`src/rtl/trace_stim_sequencer_pkg.sv`:
```
// trace_stim_sequencer_pkg: shared FSM states, mode codes, LFSR taps and DUT input-bus bit map.
package trace_stim_sequencer_pkg;

    typedef enum logic [2:0] {
        S_IDLE,
        S_RAND,
        S_DATA,
        S_SETTLE,
        S_SAMPLE,
        S_CLEAR,
        S_DONE
    } state_t;

    localparam logic [1:0] MODE_RANDOM = 2'd0;
    localparam logic [1:0] MODE_FIXED  = 2'd1;
    localparam logic [1:0] MODE_TVLA   = 2'd2;

    // Right-shifting Galois form of x^16+x^14+x^13+x^11+1
    localparam logic [15:0] LFSR_TAPS = 16'hB400;

    localparam int BIT_A  = 3;
    localparam int BIT_B  = 2;
    localparam int BIT_R1 = 1;
    localparam int BIT_R2 = 0;

    function automatic logic [15:0] lfsr_step(input logic [15:0] v);
        return (v >> 1) ^ (v[0] ? LFSR_TAPS : 16'h0000);
    endfunction

endpackage

```
`src/rtl/trace_stim_sequencer_lfsr16.sv`:
```
// trace_stim_sequencer_lfsr16: seedable 16-bit Galois LFSR with advance enable.
// Exposes both the current value and the value it will take on the next advance.
module trace_stim_sequencer_lfsr16
    import trace_stim_sequencer_pkg::*;
#(
    parameter logic [15:0] SEED = 16'hACE1
) (
    input  logic        clk,
    input  logic        rst_n,
    input  logic        adv,
    output logic [15:0] q,
    output logic [15:0] q_next
);

    assign q_next = lfsr_step(q);

    always_ff @(posedge clk or negedge rst_n) begin
        if (!rst_n)
            q <= SEED;
        else if (adv)
            q <= q_next;
    end

endmodule

```
`src/rtl/trace_stim_sequencer.sv`:
```
// trace_stim_sequencer: drives masked shares, then data, into a 2-gate DUT per trace,
// samples its output after a settle window and raises a scope trigger around evaluation.
module trace_stim_sequencer
    import trace_stim_sequencer_pkg::*;
#(
    parameter int          IN_SIZE       = 4,
    parameter int          OUT_SIZE      = 1,
    parameter int          CNT_W         = 16,
    parameter int          SETTLE_CYCLES = 4,
    parameter logic [15:0] LFSR_SEED     = 16'hACE1
) (
    input  logic                clk,
    input  logic                rst_n,
    input  logic                start,
    input  logic                abort,
    input  logic [1:0]          mode,
    input  logic [1:0]          fixed_ab,
    input  logic [CNT_W-1:0]    n_traces,
    input  logic [OUT_SIZE-1:0] dut_out,
    output logic [IN_SIZE-1:0]  dut_in,
    output logic                trigger,
    output logic                busy,
    output logic                done,
    output logic                res_valid,
    output logic [OUT_SIZE-1:0] res_data,
    output logic                res_class,
    output logic [CNT_W-1:0]    trace_idx
);

    localparam int SW = $clog2(SETTLE_CYCLES + 1);

    state_t            state, nxt;
    logic [CNT_W-1:0]  n_lat, idx;
    logic [SW-1:0]     cnt;
    logic [15:0]       lfsr, lfsr_next;
    logic              cls;
    logic [1:0]        ab;
    logic              unused_lfsr;

    trace_stim_sequencer_lfsr16 #(.SEED(LFSR_SEED)) u_lfsr (
        .clk    (clk),
        .rst_n  (rst_n),
        .adv    (state == S_RAND && nxt == S_DATA),
        .q      (lfsr),
        .q_next (lfsr_next)
    );

    assign unused_lfsr = ^{lfsr[15:5], lfsr_next[15:2]};

    always_comb begin
        cls = (mode == MODE_FIXED) || (mode == MODE_TVLA && lfsr[4]);
        ab  = cls ? fixed_ab : {lfsr[2], lfsr[3]};
    end

    always_comb begin
        nxt = state;
        case (state)
            S_IDLE:   if (start) nxt = (n_traces == '0) ? S_DONE : S_RAND;
            S_RAND:   nxt = S_DATA;
            S_DATA:   nxt = S_SETTLE;
            S_SETTLE: if (cnt == SW'(SETTLE_CYCLES - 1)) nxt = S_SAMPLE;
            S_SAMPLE: nxt = S_CLEAR;
            S_CLEAR:  nxt = (CNT_W'(idx + 1'b1) == n_lat) ? S_DONE : S_RAND;
            S_DONE:   nxt = S_IDLE;
            default:  nxt = S_IDLE;
        endcase
        // Abort precharges the bus through CLEAR before finishing; from CLEAR itself go straight to DONE
        if (abort && state inside {S_RAND, S_DATA, S_SETTLE, S_SAMPLE, S_CLEAR})
            nxt = (state == S_CLEAR) ? S_DONE : S_CLEAR;
    end

    always_ff @(posedge clk or negedge rst_n) begin
        if (!rst_n) begin
            state     <= S_IDLE;
            n_lat     <= '0;
            idx       <= '0;
            cnt       <= '0;
            dut_in    <= '0;
            res_data  <= '0;
            res_class <= 1'b0;
        end else begin
            state <= nxt;
            cnt   <= (state == S_SETTLE) ? cnt + 1'b1 : '0;
            if (state == S_IDLE && start) begin
                n_lat <= n_traces;
                idx   <= '0;
            end
            if (state == S_CLEAR && nxt == S_RAND)
                idx <= idx + 1'b1;
            // Shares land one cycle before data so the two never toggle together
            if (nxt == S_CLEAR) begin
                dut_in <= '0;
            end else if (state == S_RAND) begin
                dut_in[BIT_R1] <= lfsr_next[0];
                dut_in[BIT_R2] <= lfsr_next[1];
            end else if (state == S_DATA) begin
                dut_in[BIT_A] <= ab[1];
                dut_in[BIT_B] <= ab[0];
                res_class     <= cls;
            end
            if (nxt == S_SAMPLE)
                res_data <= dut_out;
        end
    end

    assign trigger   = (state == S_SETTLE);
    assign busy      = (state != S_IDLE);
    assign done      = (state == S_DONE);
    assign res_valid = (state == S_SAMPLE);
    assign trace_idx = idx;

endmodule

```
`config.mk`:
```
export PLATFORM = sky130hd
export DESIGN_NAME = trace_stim_sequencer
export DESIGN_NICKNAME = d
export VERILOG_FILES = /design/src/rtl/trace_stim_sequencer_pkg.sv /design/src/rtl/trace_stim_sequencer_lfsr16.sv /design/src/rtl/trace_stim_sequencer.sv
export SDC_FILE = /design/constraint.sdc
export NUM_CORES = 1
export LEC_CHECK = 0
export CAP_MARGIN = 20
export CORE_UTILIZATION = 45
export CTS_CLUSTER_SIZE = 8
export DETAILED_ROUTE_END_ITERATION = 7
export GPL_TIMING_DRIVEN = 0
export PLACE_DENSITY_LB_ADDON = 0.08
export SLEW_MARGIN = 20
export SYNTH_ARGS = -nofsm -noshare
export SYNTH_HDL_FRONTEND = slang
export SYNTH_SLANG_ARGS = --single-unit
```
`constraint.sdc`:
```
create_clock -name clk -period 3.15 [get_ports clk]
set_clock_uncertainty 0.15 [all_clocks]
set_input_delay 0.315 -clock clk [delete_from_list [all_inputs] [get_ports clk]]
set_output_delay 0.315 -clock clk [all_outputs]
set_load 0.03 [all_outputs]
```
==> results of run 1 <==
[cell usage after synthesis, drive strengths merged (2+ instances only)]
cell     n
o221ai   2
or4      2
or3      4
dfrtp   52
clkbuf  10
and3     3
o21ai   11
nor4b    3
a211oi   9
nand2b   6
mux2i    9
xnor3    2
inv     10
nand3   10
buf     14
ha       3
nor4    12
o22ai    3
a31o     3
nor3    12
nand4    7
nor2    18
o211ai   3
a21oi   11
and2     2
a311o    2
dfstp    8
xnor2   20
xor2     7
mux2    15
nand2   67
[power by group through the flow]
stage / Sequential (mW) / Clock, mW / Combinational [mW]
after floorplan: 1.35 / 0 / 0.959
after global placement: 1.29 / 0 / 1.46
after detailed placement: 1.30 / 0 / 1.49
after CTS: 1.28 / 0.719 / 1.50
after global routing: 1.32 / 0.755 / 1.73
final: 1.28 / 0.705 / 1.59
[per-layer routing]
layer / wire [µm] / vias to the layer above / GRT usage, % / part of all wire [%]
met5: 0 / - / 0 / 0
met4: 127 / 0 / 7.48 / 1.6
met3: 363 / 13 / 5.09 / 4.7
met2: 3310 / 56 / 31.1 / 43
met1: 3900 / 1294 / 31.3 / 51
li1: - / 1355 / - / -
[stage by stage]
step | TNS (ns) | instance area, µm² | instances | util [%]
global route | -0.00376 | 4270 | 517 | 61.2
floorplan | 0 | 3330 | 349 | -
global placement | -17.72 | 3940 | 494 | 56.4
finish | 0 | 4270 | 517 | 61.2
detailed placement | -0.120 | 3960 | 495 | 56.8
CTS | 0 | 4180 | 512 | 59.8
[sequential cells by signal (all words and copies together) (netlist names)]
name,count
n_lat,16
dut_in,4
u_lfsr.q,16
state,3
res_data,1
cnt,3
trace_idx,16
res_class,1
[worst max path at each step]
stage	startpoint	to	slack (ns)	cells past startpoint
2_1_floorplan	trace_idx[0]	trace_idx[14]	0.03	11
3_3_place_gp	rst_n	u_lfsr.q[8]	-0.35	1
3_5_place_dp	trace_idx[0]	trace_idx[4]	-0.04	10
4_1_cts	trace_idx[1]	trace_idx[14]	0.02	11
5_1_grt	trace_idx[0]	trace_idx[14]	-0.004	10
6_report	trace_idx[0]	trace_idx[14]	0.14	11
[critical path, delay by kind of cell (launching register included)]
| kind | cells | cell delay [ns] |
|---|---|---|
| flops | 1 | 0.43 |
| simple gates | 5 | 1.11 |
| buf+inv | 3 | 0.50 |
| fa+ha+maj | 1 | 0.17 |
| compound gates | 2 | 0.52 |
[area by class of cell]
| cell class | instances | area, µm² | share of cell area, % |
|---|---|---|---|
| inverters | 10 | 37.5 | 0.878 |
| repair buffers | 56 | 559 | 13.1 |
| clock buffers | 9 | 124 | 2.90 |
| well taps | 96 | 120 | 2.81 |
| multi-input cells | 255 | 1710 | 40.1 |
| clock inverters | 7 | 75.1 | 1.76 |
| flip-flops and latches | 60 | 1510 | 35.4 |
| plain buffers | 24 | 129 | 3.02 |
[what timing repair did]
item,4_1_cts,5_1_grt
hold endpoints to repair,21,0
setup endpoints to repair,6,16
pin swaps,0,2
buffers inserted,0,4
hold buffers,1,0
gates cloned,0,1
resized for setup,2,9
[kinds of logic (layout without fill, tap and decap cells)]
kind of cell | Yosys count | in the layout | share of synthesized area, %
muxes | 24 | 24 | 7.78
buffers and inverters | 34 | 106 | 5.00
DFF | 60 | 60 | 45.4
xor gates and xnor gates | 29 | 29 | 8.46
and+or+nand+nor | 151 | 151 | 22.6
adders and majority gates | 3 | 3 | 1.13
AOI/OAI and AO/OA | 48 | 48 | 9.62
==> qor_table.md, run 1 <==
| Item | Reported | Unit |
|---|---|---|
| Number of top-level pins | 51 | - |
| Static leakage | 1.81 | nW |
| Synthesized area per cell | 9.54 | µm² |
| Number of distinct library cells after synthesis | 52 | - |
| Leading cell type in the layout, fill and taps excluded | sky130_fd_sc_hd__nand2_1 | - |
| Number of nets with antenna violations after routing | 0 | - |
| Initial DRC Count | 155 | - |
| Internal power component | 2.14 | mW |
| Total number of vias | 2718 | - |
| Net count, final | 444 | - |
| Result of the run | finished clean | - |
| Clock slew at the register clock pins of the worst setup and hold paths | 0.07 | ns |
| Synth Register Bits | 60 | - |
| Required time at the endpoint of the critical path | 3.23 | ns |
| GR Util All Layers | 21.5 | % |
| Worst hold path type | input pin to asynchronous set/reset pin | - |
| DIE WIDTH | 88.0 | µm |
| Insertion delay of the later-clocked pin in the worst-skew pair | 0.35 | ns |
| Count of TritonRoute iterations in the first routing pass | 4 | - |
| Maximum number of pins on one net before global-route repair | 40 | - |
| Placeable core region | 6980 | µm² |
| Number of fillers in the final layout | 645 | - |
| YS warnings | 0 | - |
| Power density over the cells | 837 | nW/µm² |
| Per-cell via count in the routed design | 5.26 | - |
| Worst R2R Setup Slack | 0.14 | ns |
| Kind of critical path | flip-flop to flip-flop | - |
| Setup crit start kind | flip-flop | - |
| Worst slack at placement | -0.0383 | ns |
| Post-synthesis sequential area ratio | 45.4 | % |
| Area fraction of the dominant cell type after synthesis | 39.1 | % |
| First-pass GRT wire length | 12400 | µm |
| Count of pins over their slew limit | 0 | - |
| Max Clk Rate | 0.332 | GHz |
| Worst path cell trace | ha_4 > nand3_2 > buf_6 > or4_4 > a211oi_4 > nand3_2 > nor4_4 > buf_4 > buf_8 > nor3_1 > a311o_1 | - |
| Final worst-path cycle share | 95.5 | % |
| Reg-to-Reg Start | trace_idx[0] | - |
| Worst Reg-to-Reg Cells | 11 | - |
| Global placer's final weighted congestion | 0.859 | - |
| Total power of the final layout | 3.58 | mW |
| GR Overflow Total | 0 | - |
| Number of violations of the max-capacitance limit | 0 | - |
| Initial standard-cell utilization of the core | 47.7 | % |
| Crit end category | flip-flop | - |
| Floorplan die area | 7750 | µm² |
| Largest stage delay on the critical path | 0.52 | ns |
| TritonCTS buffer count | 9 | - |
| Worst flop-to-flop path endpoint | trace_idx[14] | - |
| Syn-to-layout area delta | 28.3 | % |
| Estimated wirelength of the detail-placed design | 5610 | µm |
| Commonest cells after routing, fill and taps aside | sky130_fd_sc_hd__nand2_1 (66), sky130_fd_sc_hd__dfrtp_1 (50), sky130_fd_sc_hd__clkdlybuf4s50_1 (48) | - |
| Headroom to the max-slew limit | 50.0 | % |
| Most numerous cell on the critical path | sky130_fd_sc_hd__nand3_2 | - |
| Combinational fraction of design power | 44.4 | % |
| Min cycle time layout | 3.01 | ns |
| DRC violation count after routing | 0 | - |
| CTS tree | built | - |
| Leading area contributor after synthesis | sky130_fd_sc_hd__dfrtp_1 | - |
| Async SR Flop Fraction | 100 | % |
| Sequential share of power | 35.9 | % |
| Number of buffers on the longest clock path | 2 | - |
| Cell count after synthesis | 349 | - |
| Die extent in y | 88.0 | µm |
| Worst hold margin | 0.258 | ns |
| Number of flops mapped to enable cells by yosys | 0 | - |
| Initial antenna violation count | 0 | - |
| Number of port buffers | 49 | - |
| Data arrival time of the worst path | 3.09 | ns |
| Vias in the first global route | 2508 | - |
| Average wire length per cell after detail routing | 14.9 | µm |
| Most used flip-flop cell after synthesis | sky130_fd_sc_hd__dfrtp_1 | - |
| Crit path max-delay cell type | sky130_fd_sc_hd__or4_4 | - |
| Setup slack of the critical path after layout | 0.140 | ns |
| Maximum resistive drop on vdd | 469 | µV |
| Top post-synthesis cells by area | sky130_fd_sc_hd__dfrtp_1 (39%), sky130_fd_sc_hd__nand2_1 (7.4%), sky130_fd_sc_hd__dfstp_2 (6.3%) | - |
| Clock group share of total power | 19.7 | % |
| Worst-path fanout max | 10 | - |
| Switching component of the power | 1.44 | mW |
| Inserted Diodes | 0 | - |
| Floorplan row count | 30 | - |
| Transition time of the tightest slew-check pin | 0.746 | ns |
| Share of post-route cells with drive strength above 1 | 18.8 | % |
| Total number of clock tree sinks | 60 | - |
| Switching part of the total | 40.3 | % |
| Cell Area, Synth | 3330 | µm² |
| Clock Root Buffer | sky130_fd_sc_hd__clkbuf_8 | - |
| Setup Viol. Count Final | 0 | - |
| Syn nets | 377 | - |
| H-tree lvl count | 3 | - |
| Number of hold violations in the final report | 0 | - |
| Detailed-route wire length | 7700 | µm |
Power figures use the tool's default switching activity.
==> run 2, diff against run 1 <==
--- a/config.mk
+++ b/config.mk
@@ -6,7 +6,7 @@
 export NUM_CORES = 1
 export LEC_CHECK = 0
 export CAP_MARGIN = 20
-export CORE_UTILIZATION = 45
+export CORE_UTILIZATION = 50
 export CTS_CLUSTER_SIZE = 8
 export DETAILED_ROUTE_END_ITERATION = 7
 export GPL_TIMING_DRIVEN = 0
==> constraint.sdc (replaced) <==
create_clock -name clk -period 3.15 [get_ports clk]
set_clock_uncertainty 0.15 [all_clocks]
set_input_delay 0.315 -clock clk [delete_from_list [all_inputs] [get_ports clk]]
set_output_delay 0.315 -clock clk [all_outputs]
set_load 0.1 [all_outputs]
==> run 2 against run 1 <==
Register-to-register slack better by 0.02 ns. Flip-flop and latch count unchanged. Final cell count decreased by 4.4%. Die area fell by 9.8%. Cell area fell by 0.41%. Clock power grew 13%. Non-clock buffer count decreased by 4. First-iteration DRC count shrank 12%. Via count increased by 0.81%. Combinational power grew 26%. Critical path depth unchanged. Global-route usage is 1.9 points higher.
==> qor_table.md, run 2 (synthesis gave the netlist of run 1 again) <==
| Item | Reported | Unit |
|---|---|---|
| Setup Viol. Count Final | 0 | - |
| DRC violation count after routing | 0 | - |
| CTS tree | built | - |
| Insertion delay of the later-clocked pin in the worst-skew pair | 0.34 | ns |
| Average wire length per cell after detail routing | 15.7 | µm |
| Maximum number of pins on one net before global-route repair | 46 | - |
| Setup crit start kind | flip-flop | - |
| Number of port buffers | 49 | - |
| TritonCTS buffer count | 9 | - |
| Global placer's final weighted congestion | 0.842 | - |
| Vias in the first global route | 2639 | - |
| Commonest cells after routing, fill and taps aside | sky130_fd_sc_hd__nand2_1 (66), sky130_fd_sc_hd__clkdlybuf4s50_1 (48), sky130_fd_sc_hd__dfrtp_1 (41) | - |
| Share of post-route cells with drive strength above 1 | 19.9 | % |
| Number of hold violations in the final report | 0 | - |
| Worst-path fanout max | 10 | - |
| Number of buffers on the longest clock path | 2 | - |
| Data arrival time of the worst path | 3.06 | ns |
| Static leakage | 1.79 | nW |
| Number of top-level pins | 51 | - |
| Number of violations of the max-capacitance limit | 0 | - |
| Kind of critical path | flip-flop to flip-flop | - |
| Count of TritonRoute iterations in the first routing pass | 4 | - |
| Floorplan die area | 6990 | µm² |
| Min cycle time layout | 2.99 | ns |
| Count of pins over their slew limit | 0 | - |
| Number of fillers in the final layout | 517 | - |
| Total number of vias | 2740 | - |
| Reg-to-Reg Start | trace_idx[1] | - |
| GR Overflow Total | 0 | - |
| Clock slew at the register clock pins of the worst setup and hold paths | 0.08 | ns |
| Final worst-path cycle share | 94.8 | % |
| Clock Root Buffer | sky130_fd_sc_hd__clkbuf_8 | - |
| Headroom to the max-slew limit | 34.4 | % |
| Worst Reg-to-Reg Cells | 11 | - |
| Initial antenna violation count | 0 | - |
| Leading cell type in the layout, fill and taps excluded | sky130_fd_sc_hd__nand2_1 | - |
| Final design area excluding fillers | 4260 | µm² |
| Total power of the final layout | 4.07 | mW |
| GR Util All Layers | 23.3 | % |
| First-pass GRT wire length | 12800 | µm |
| Per-cell via count in the routed design | 5.55 | - |
| Initial DRC Count | 136 | - |
| Worst hold path type | input pin to asynchronous set/reset pin | - |
| Transition time of the tightest slew-check pin | 0.980 | ns |
| Crit end category | flip-flop | - |
| Maximum resistive drop on vdd | 603 | µV |
| Total number of clock tree sinks | 60 | - |
| Number of nets with antenna violations after routing | 0 | - |
| Setup slack of the critical path after layout | 0.163 | ns |
| Placeable core region | 6390 | µm² |
| Initial standard-cell utilization of the core | 52.1 | % |
| Estimated wirelength of the detail-placed design | 5580 | µm |
| Result of the run | finished clean | - |
| H-tree lvl count | 3 | - |
| Max Clk Rate | 0.335 | GHz |
| Post-place instance area | 3960 | µm² |
| Worst slack at placement | -0.0374 | ns |
| Setup repair after global routing missed its margin | no | - |
| Worst flop-to-flop path endpoint | trace_idx[14] | - |
| Required time at the endpoint of the critical path | 3.22 | ns |
| Inserted Diodes | 0 | - |
| Power density over the cells | 957 | nW/µm² |
| Floorplan row count | 29 | - |
| Die extent in y | 83.6 | µm |
| Origin of the worst setup path | trace_idx[1] | - |
| DIE WIDTH | 83.6 | µm |
| Detailed-route wire length | 7760 | µm |
| Net count, final | 440 | - |
| Syn-to-layout area delta | 27.8 | % |
| Worst R2R Setup Slack | 0.16 | ns |
## run 2: cell types whose count changed in the layout (fill, tap and decap cells not counted), sizes merged
cell	previous run	this run
inv	11	10
clkdlybuf4s15	1	0
buf	20	18
clkinv	5	4
bufinv	1	2
## run 2: final cells by class
type | count | area, µm² | area share [%]
well taps | 77 | 96.3 | 2.26
flip-flops and latches | 60 | 1530 | 36.0
clock inverters | 6 | 87.6 | 2.06
repair buffers | 53 | 533 | 12.5
multi-input cells | 255 | 1710 | 40.2
clock buffers | 10 | 138 | 3.23
plain buffers | 23 | 124 | 2.91
inverters | 10 | 37.5 | 0.882
## run 2: timing repair
| item | in CTS | in global routing |
|---|---|---|
| hold buffers | 1 | 0 |
| hold endpoints to repair | 52 | 0 |
| cloned | 0 | 0 |
| gates resized for setup | 2 | 5 |
| pin swaps | 1 | 1 |
| setup endpoints to repair | 4 | 7 |
| setup buffers | 2 | 0 |
## run 2: layer usage
layer | vias up | global-route usage (%) | routed length (µm) | part of all wire [%]
met1 | 1308 | 31.0 | 3460 | 45
met3 | 9 | 4.25 | 368 | 4.7
met5 | - | 0 | 0 | 0
met4 | 0 | 7.55 | 81 | 1.0
li1 | 1349 | - | - | -
met2 | 74 | 38.7 | 3840 | 50
## run 2: per-stage QoR
stage | hold WS [ns] | cells | TNS [ns] | util (%)
2_1_floorplan | -0.131 | 349 | 0 | -
3_3_place_gp | 0.277 | 475 | -14.77 | 61.7
3_5_place_dp | 0.0395 | 476 | -0.0599 | 62.0
4_1_cts | 0.211 | 495 | 0 | 66.1
5_1_grt | 0.224 | 494 | 0 | 66.6
6_report | 0.212 | 494 | 0 | 66.6
## run 2: critical path: stages, from the launching register on
cell and delay, ns:
sky130_fd_sc_hd__dfrtp_4 0.47, sky130_fd_sc_hd__ha_4 0.17, sky130_fd_sc_hd__nand3_1 0.11, sky130_fd_sc_hd__buf_6 0.17
sky130_fd_sc_hd__or4_4 0.53, sky130_fd_sc_hd__a211oi_4 0.28, sky130_fd_sc_hd__nand3_1 0.12, sky130_fd_sc_hd__nor4_2 0.17
sky130_fd_sc_hd__buf_4 0.22, sky130_fd_sc_hd__buf_8 0.15, sky130_fd_sc_hd__nor3_1 0.06, sky130_fd_sc_hd__a311o_1 0.27
## run 2: worst max path at each step
stage / endpoint / slack, ns
2_1_floorplan: trace_idx[14] / 0.0007
3_3_place_gp: trace_idx[1] / -0.62
3_5_place_dp: trace_idx[4] / -0.04
4_1_cts: trace_idx[14] / 0.002
5_1_grt: trace_idx[14] / 0.05
6_report: trace_idx[14] / 0.16
## run 2: report_power, final
part	switching [mW]	leakage [nW]	internal (mW)	total, mW
Clock	0.327	0.116	0.467	0.794
Combinational	1.31	0.929	0.684	2.00
Sequential	0.203	0.746	1.08	1.28
